**config.mk**
```make
export PLATFORM = sky130hd
export DESIGN_NAME = ucsbece154_icache
export DESIGN_NICKNAME = d
export VERILOG_FILES = /design/src/rtl/ucsbece154_icache.sv
export SDC_FILE = /design/constraint.sdc
export NUM_CORES = 2
export LEC_CHECK = 0
export CORE_ASPECT_RATIO = 1.75
export CORE_MARGIN = 4
export CORE_UTILIZATION = 43
export DETAILED_ROUTE_END_ITERATION = 7
export SKIP_CTS_REPAIR_TIMING = 1
export SYNTH_ARGS = -nofsm -noshare
export SYNTH_HDL_FRONTEND = slang
export SYNTH_SLANG_ARGS = --single-unit
```
**constraint.sdc**
```tcl
create_clock -name clk -period 6.8 [get_ports clk]
set_clock_uncertainty 0.2 [all_clocks]
set_input_delay 2.04 -clock clk [delete_from_list [all_inputs] [get_ports clk]]
set_output_delay 2.04 -clock clk [all_outputs]
set_load 0.005 [all_outputs]
```
**src/rtl/ucsbece154_icache.sv**
```systemverilog
// Two-way set-associative, read-only instruction cache in front of a burst instruction memory.
// Hits answer in the same cycle; a miss issues one block-aligned burst and refills the victim way.
module ucsbece154_icache #(
    parameter int NUM_SETS    = 8,
    parameter int NUM_WAYS    = 2,
    parameter int BLOCK_WORDS = 4
) (
    input  logic        clk,
    input  logic        reset,
    input  logic        ReadEnable,
    input  logic [31:0] ReadAddress,
    output logic [31:0] Instruction,
    output logic        Ready,
    output logic        Busy,
    output logic        MemReadRequest,
    output logic [31:0] MemReadAddress,
    input  logic [31:0] MemDataIn,
    input  logic        MemDataReady
);
    localparam int OFF_W = $clog2(BLOCK_WORDS);
    localparam int IDX_W = $clog2(NUM_SETS);
    localparam int TAG_W = 30 - OFF_W - IDX_W;
    localparam logic [OFF_W-1:0] LAST_WORD = OFF_W'(BLOCK_WORDS - 1);

    typedef enum logic [1:0] {IDLE, REQ, WAIT, DONE} state_t;

    state_t                            r_state;
    logic [OFF_W-1:0]                  r_wcnt;
    logic [OFF_W-1:0]                  r_off;
    logic [IDX_W-1:0]                  r_idx;
    logic [TAG_W-1:0]                  r_tag;
    logic                              r_way;
    logic [NUM_SETS-1:0][NUM_WAYS-1:0] r_valid;
    logic [NUM_SETS-1:0]               r_lru;
    logic [TAG_W-1:0]                  r_tags [NUM_SETS][NUM_WAYS];
    logic [31:0]                       r_data [NUM_SETS][NUM_WAYS][BLOCK_WORDS];

    logic [OFF_W-1:0] w_off;
    logic [IDX_W-1:0] w_idx;
    logic [TAG_W-1:0] w_tag;
    logic             w_hit0;
    logic             w_hit1;
    logic             w_lookup;
    logic             w_hit;
    logic             w_miss;
    logic             w_victim;
    logic             w_fill;
    logic             w_last;
    logic             w_unused;

    assign w_off    = ReadAddress[2 +: OFF_W];
    assign w_idx    = ReadAddress[2 + OFF_W +: IDX_W];
    assign w_tag    = ReadAddress[31 -: TAG_W];
    assign w_hit0   = r_valid[w_idx][0] && (r_tags[w_idx][0] == w_tag);
    assign w_hit1   = r_valid[w_idx][1] && (r_tags[w_idx][1] == w_tag);
    assign w_lookup = (r_state == IDLE) && ReadEnable;
    assign w_hit    = w_lookup && (w_hit0 || w_hit1);
    assign w_miss   = w_lookup && !(w_hit0 || w_hit1);
    // Fill an empty way first (way0 preferred); only evict by LRU when the set is full.
    assign w_victim = !r_valid[w_idx][0] ? 1'b0 :
                      !r_valid[w_idx][1] ? 1'b1 : r_lru[w_idx];
    assign w_fill   = (r_state == WAIT) && MemDataReady;
    assign w_last   = w_fill && (r_wcnt == LAST_WORD);
    assign w_unused = ^ReadAddress[1:0];

    // NOTE: sequential state uses non-blocking assignments so every register samples pre-edge values.
    always_ff @(posedge clk) begin
        if (reset) begin
            r_state <= IDLE;
            r_wcnt  <= '0;
            r_off   <= '0;
            r_idx   <= '0;
            r_tag   <= '0;
            r_way   <= 1'b0;
            r_valid <= '0;
            r_lru   <= '0;
        end else begin
            case (r_state)
                IDLE: begin
                    if (w_hit) begin
                        r_lru[w_idx] <= !w_hit1;
                    end else if (w_miss) begin
                        r_tag   <= w_tag;
                        r_idx   <= w_idx;
                        r_off   <= w_off;
                        r_way   <= w_victim;
                        r_state <= REQ;
                    end
                end
                REQ: begin
                    r_wcnt  <= '0;
                    r_state <= WAIT;
                end
                WAIT: begin
                    if (w_fill) begin
                        r_wcnt <= r_wcnt + 1'b1;
                    end
                    if (w_last) begin
                        r_valid[r_idx][r_way] <= 1'b1;
                        r_lru[r_idx]          <= !r_way;
                        r_state               <= DONE;
                    end
                end
                DONE: r_state <= IDLE;
                default: r_state <= IDLE;
            endcase
        end
    end

    // NOTE: line data and tags have no reset; the valid bits alone decide whether a way can hit.
    always_ff @(posedge clk) begin
        if (!reset && w_fill) begin
            r_data[r_idx][r_way][r_wcnt] <= MemDataIn;
            if (w_last) begin
                r_tags[r_idx][r_way] <= r_tag;
            end
        end
    end

    // NOTE: every output gets a default first so this block can never infer a latch.
    always_comb begin
        Ready          = 1'b0;
        Instruction    = '0;
        Busy           = w_miss || (r_state == REQ) || (r_state == WAIT);
        MemReadRequest = (r_state == REQ);
        MemReadAddress = '0;
        if (w_hit) begin
            Ready       = 1'b1;
            Instruction = r_data[w_idx][w_hit1][w_off];
        end else if (r_state == DONE) begin
            Ready       = 1'b1;
            Instruction = r_data[r_idx][r_way][r_off];
        end
        if ((r_state == REQ) || (r_state == WAIT)) begin
            MemReadAddress = {r_tag, r_idx, {OFF_W{1'b0}}, 2'b00};
        end
    end

endmodule

```
# Word-level counts from Yosys, hierarchy flattened
# Memories as Yosys holds them, arrays and structs flattened. A register that Yosys moved wholly into a read port is not among the register bits.
# Index checks and enable logic that the tools add are counted.
# totals
ff_bits	59
mem_bits_rw	2448
inputBits	68
output_inout_bits	67
elab_cells	133
mem_count	2
# op_classes
add_sub_neg	1
n_lt_le_gt_ge	13
eq_ne	11
mux	55
bitwise	7
n_reduce_logical	29
# memory_table
name	depth	width	read_ports	rd_clocked_by_memory_dff	wr	line	text
r_data	8	256	2	1	1	36	logic [31:0] r_data [NUM_SETS][NUM_WAYS][BLOCK_WORDS];
r_tags	8	50	1	0	1	35	logic [TAG_W-1:0] r_tags [NUM_SETS][NUM_WAYS];
# op_table
operator	n
$mux W128	7
$mux W256	1
$mux W32	8
$bmux W32 S2	2
$demux W128 S1	1
$demux W32 S2	1
$eq A25 B25 Y1	2
$mux W50	1
$demux W25 S1	1
$mux W25	1
$bwmux W8	2
$mux W8	2
$or A16 B16 Y16	1
$pmux W8 S2	1
$logic_and A1 B1 Y1	13
$mux W2	6
$mux W1	11
$ne A2 B2 Y1 const B	5
$ge A3 B3 Y1 const B	3
$not A2 Y3	3
$reduce_and A3 Y1	3
$lt A3 B4 Y1 const B	2
$pmux W2 S4	1
$bmux W2 S3	1
other kinds (22)	37

# Longest topological paths before layout
# depth
word_depth	11
depth_mapped	17
ltp_nobuf	9

# Worst setup path before layout
# Ideal clock, no wire load.
# synth_path
kind	input -> output
start	in ReadAddress[4]
end	out Instruction[6]
t_arrival_ps	4600
required_ps	4560
path_slack_ps	-40
cell_stages	11
path_buffers	3
path_cell_list	buf_6 -> buf_6 -> mux4_2 -> mux2i_1 -> xnor2_1 -> nor4b_2 -> nand2_1 -> nor4_2 -> buf_4 -> mux4_2 -> mux2i_1
# synth_between
elab_chain_len	11
# synth_rtl
element	line	text
from (decl)	11	input logic [31:0] ReadAddress,
$mem_v2 Z8 W50 / $bmux W2 S3 (equally long branches)	-	
$eq A25 B25 Y1 / $mux W2 (equally long branches)	55	assign w_hit1 = r_valid[w_idx][1] && (r_tags[w_idx][1] == w_tag);
$logic_and A1 B1 Y1	55	
$not A1 Y2 (not written as such)	129	Instruction = r_data[w_idx][w_hit1][w_off];
$mux W128 (not written as such) (3 in a row)	129	
$bmux W32 S2	129	
$mux W32 (not written as such) (2 in a row)	129	
$mux W32 (*)	127	if (w_hit) begin
to (decl)	12	output logic [31:0] Instruction,
# Mark *: on every way between the ends. The rest lies on a longest branch, timed or not. The select of a mux whose other input is x is not followed.

# Worst setup path in the final report
# layout_path
start	in ReadAddress[4]
end	out Instruction[13]
# Same word-level chain as after synthesis.

==> flow_summary.yaml <==
setup_path:
  critPathTopFamily: "buffers and inverters"
  cp_max_fo: 8
  critPathLaunchType: "input port"
  critical_path_class: "input port to output pin"
  reg2reg_depth: 6
  timing.rr.end: "r_data[6][138]$_DFFE_PP_"
  path_cells: "buf_16 -> buf_16 -> buf_12 -> mux2i_1 -> mux4_2 -> xnor2_4 -> nor2_1 -> nand4_1 -> nor4_4 -> buf_12 -> buf_16 -> buf_6 -> a221oi_2 -> a21o_1 -> mux2i_4 -> buf_6 -> buf_6"
  setup.worst_path.end_class: "output pin"
  ff2ff_setup_slack_ps: 2210
  critPathBufInv: 8
  critPathRequiredTime_ps: 4560
  cp_slowest_cell: "mux4_2"
  r2r_start: "r_state[0]$_SDFFE_PP0P_"
  cpPeakStageDelay_ps: 530
  cp.arrival_ps: 5470
  startpoint: "ReadAddress[4]"
floorplan:
  dieArea_mm2: 0.272
  coreArea_mm2: 0.261
  fp-row-count: 248
  die_w_um: 396
  pin_count: 135
  start_util: 0.433
  die_h_um: 686
hold_path:
  hp-class: "register to register"
  hp-start: "r_valid[8]$_SDFFE_PP0P_"
  min_path_cells: 1
  min_to: "r_valid[8]$_SDFFE_PP0P_"
yosys:
  synth_edf_count: 2448
  ys_seq_elements: 2510
  synth_cell_types: 76
  avgSynthCellArea_um2: 17.2
  async_flop_share: 0
  synth_warnings: 0
  synth_ff_type: "edfxtp_1"
  syn-instance-count: 6588
  netlist_area_mm2: 0.113
  synth_seq_area_share: 0.661
timing:
  setup_slack_ps: -915
  maxSlewViolCount: 0
  period_share: 1.13
  finalSetupViolCount: 34
  hold_viol_final: 0
  period_minus_slack_ps: 7710
  rsz0062_at_grt: "yes"
  whs_ps: 248
  max_slew_margin: 0.106
  clock.fmax_mhz: 130
  tightest_slew_ps: 1340
detailed_routing:
  drc_errors: 1
  vias_per_cell: 7.06
  vias: 77200
  ant_nets: 0
  drt_iter0_markers: 13000
  drt_pass1_iterations: 8
  drt_wl_total_um: 465000
  post_drt_wl_per_cell_um: 42.5
run_status:
  outcome: "finished with violations"
  violations: "DRC, setup timing"
layout:
  area_growth_pct: 18.4
  mostFrequentLayoutCells: "2,448 x edfxtp_1, 746 x mux4_2, 579 x buf_4, 389 x mux2i_1, 287 x nand2_1"
  fin_area_mm2: 0.134
  layout_commonest_cell: "edfxtp_1"
  nNetsFinal: 7289
  drive_gt1_frac: 0.310
clock_network:
  cts_inserted_buffers: 228
  clock_latency_ps: 960
  htreeDepth: 4
  cts.sinks: 2510
  cts_tree: "built"
  path_clk_slew_ps: 60
  cts_root_buf: "clkbuf_16"
  cts.path.max_buffers: 4
global_route:
  antenna_found_initial: 39
  grt_pass1_wl_um: 622000
  grt_pass1_vias: 76000
  grtUsageTotal: 0.332
  overflow: 0
  grt_max_degree: 73
place:
  postPlaceCellArea_mm2: 0.124
  io_buffers: 128
  hpwl_um: 276000
  gp_routability_congestion: 0.922
power:
  powerDensity_mw_per_mm2: 270
  max-vdd-ir-drop_uv: 228
  p_leak_nw: 42.9
flow_run:
  max_cap_viol_count: 0
-- kinds of logic after synthesis --
logic type,synth area share
compound gates,0.0797
xor+xnor,0.00225
fa+ha+maj,0.000996
buf+inv,0.0220
flops,0.661
mux,0.199
other cells,0.0000332
simple gates,0.0348
-- layout make-up --
class | count | area [µm²]
Multi-Input combinational cell | 3522 | 37400
Tap cell | 3500 | 4380
Timing Repair Buffer | 930 | 9680
Clock inverter | 144 | 1630
Fill cell | 21300 | 127000
Clock buffer | 272 | 5940
Antenna cell | 35 | 87.6
Inverter | 20 | 85.1
Sequential cell | 2510 | 74800
-- synthesized netlist by cell type, types with 11 or more instances --
library cell,count,area share
a22oi_1,262,0.017
nor3_1,27,0.0012
a31oi_1,27,0.0015
buf_6,15,0.0015
a21oi_1,245,0.011
a221o_1,38,0.0034
a21o_1,26,0.0017
edfxtp_1,2448,0.65
buf_4,34,0.0023
a222oi_1,16,0.0014
o211ai_1,54,0.0036
mux2i_1,428,0.038
or3_1,12,0.00066
nor2_1,309,0.010
nand3_1,80,0.0035
mux4_2,746,0.15
dfxtp_1,62,0.011
xnor2_1,15,0.0012
xor2_1,14,0.0011
o21ai_0,241,0.011
nand4_1,52,0.0029
clkbuf_1,259,0.0086
nor2b_1,11,0.00061
mux2_2,130,0.013
and2_1,34,0.0019
nand3b_1,19,0.0013
inv_1,17,0.00056
a211oi_1,28,0.0019
buf_2,119,0.0053
a221oi_1,189,0.015
nand2_1,291,0.0097
o22ai_1,21,0.0012
buf_1,112,0.0037
a22o_1,55,0.0043
-- through the flow --
stage / util / TNS (ps) / power, mW / instances / setup WS, ps
final: 0.513 / -25790 / 36.1 / 10900 / -915
after global routing: 0.512 / -28700 / 37.0 / 10900 / -1010
after CTS: 0.506 / -56400 / 36.0 / 10800 / -2550
after detailed placement: 0.477 / -56290 / 22.8 / 10400 / -2540
after global placement: 0.477 / -57500 / 22.8 / 10400 / -2590
after floorplan: - / 0 / 20.6 / 6591 / 3.49
-- worst reg2reg max path: stages, from the launching register on --
cell and delay [ps]:
dfxtp_1 360, inv_1 120, ha_1 700, nand2b_1 420, or3_1 770, nor2_4 1040, buf_4 570
-- routing by layer --
layer | up-vias | share of wire | track usage
met5 | - | 0.00026 | 0
met4 | 18 | 0.095 | 0.267
met3 | 1849 | 0.12 | 0.0793
met2 | 6757 | 0.47 | 0.520
met1 | 39800 | 0.32 | 0.390
li1 | 28800 | - | -
-- state kept, by name (all words and copies together), names as in the netlist, named ones only --
name,flops
r_data,2048
r_tags,400
r_tag,25
r_valid,16
r_lru,8
r_idx,3
r_off,2
r_state,2
r_wcnt,2
r_way,1
-- where the power goes --
| group | internal (mW) | switching (mW) |
|---|---|---|
| Combinational | 2.38 | 2.90 |
| Sequential | 17.1 | 0.278 |
| Clock | 7.52 | 5.93 |
-- worst max path at each step --
stage          slack, ps  cells past startpoint         endpoint
3_3_place_gp       -2590                     14  Instruction[13]
5_1_grt            -1010                     17  Instruction[10]
4_1_cts            -2550                     14  Instruction[13]
2_1_floorplan          3                     11   Instruction[6]
6_report            -910                     17  Instruction[13]
3_5_place_dp       -2540                     14  Instruction[13]
(Power assumes the default switching activity.)
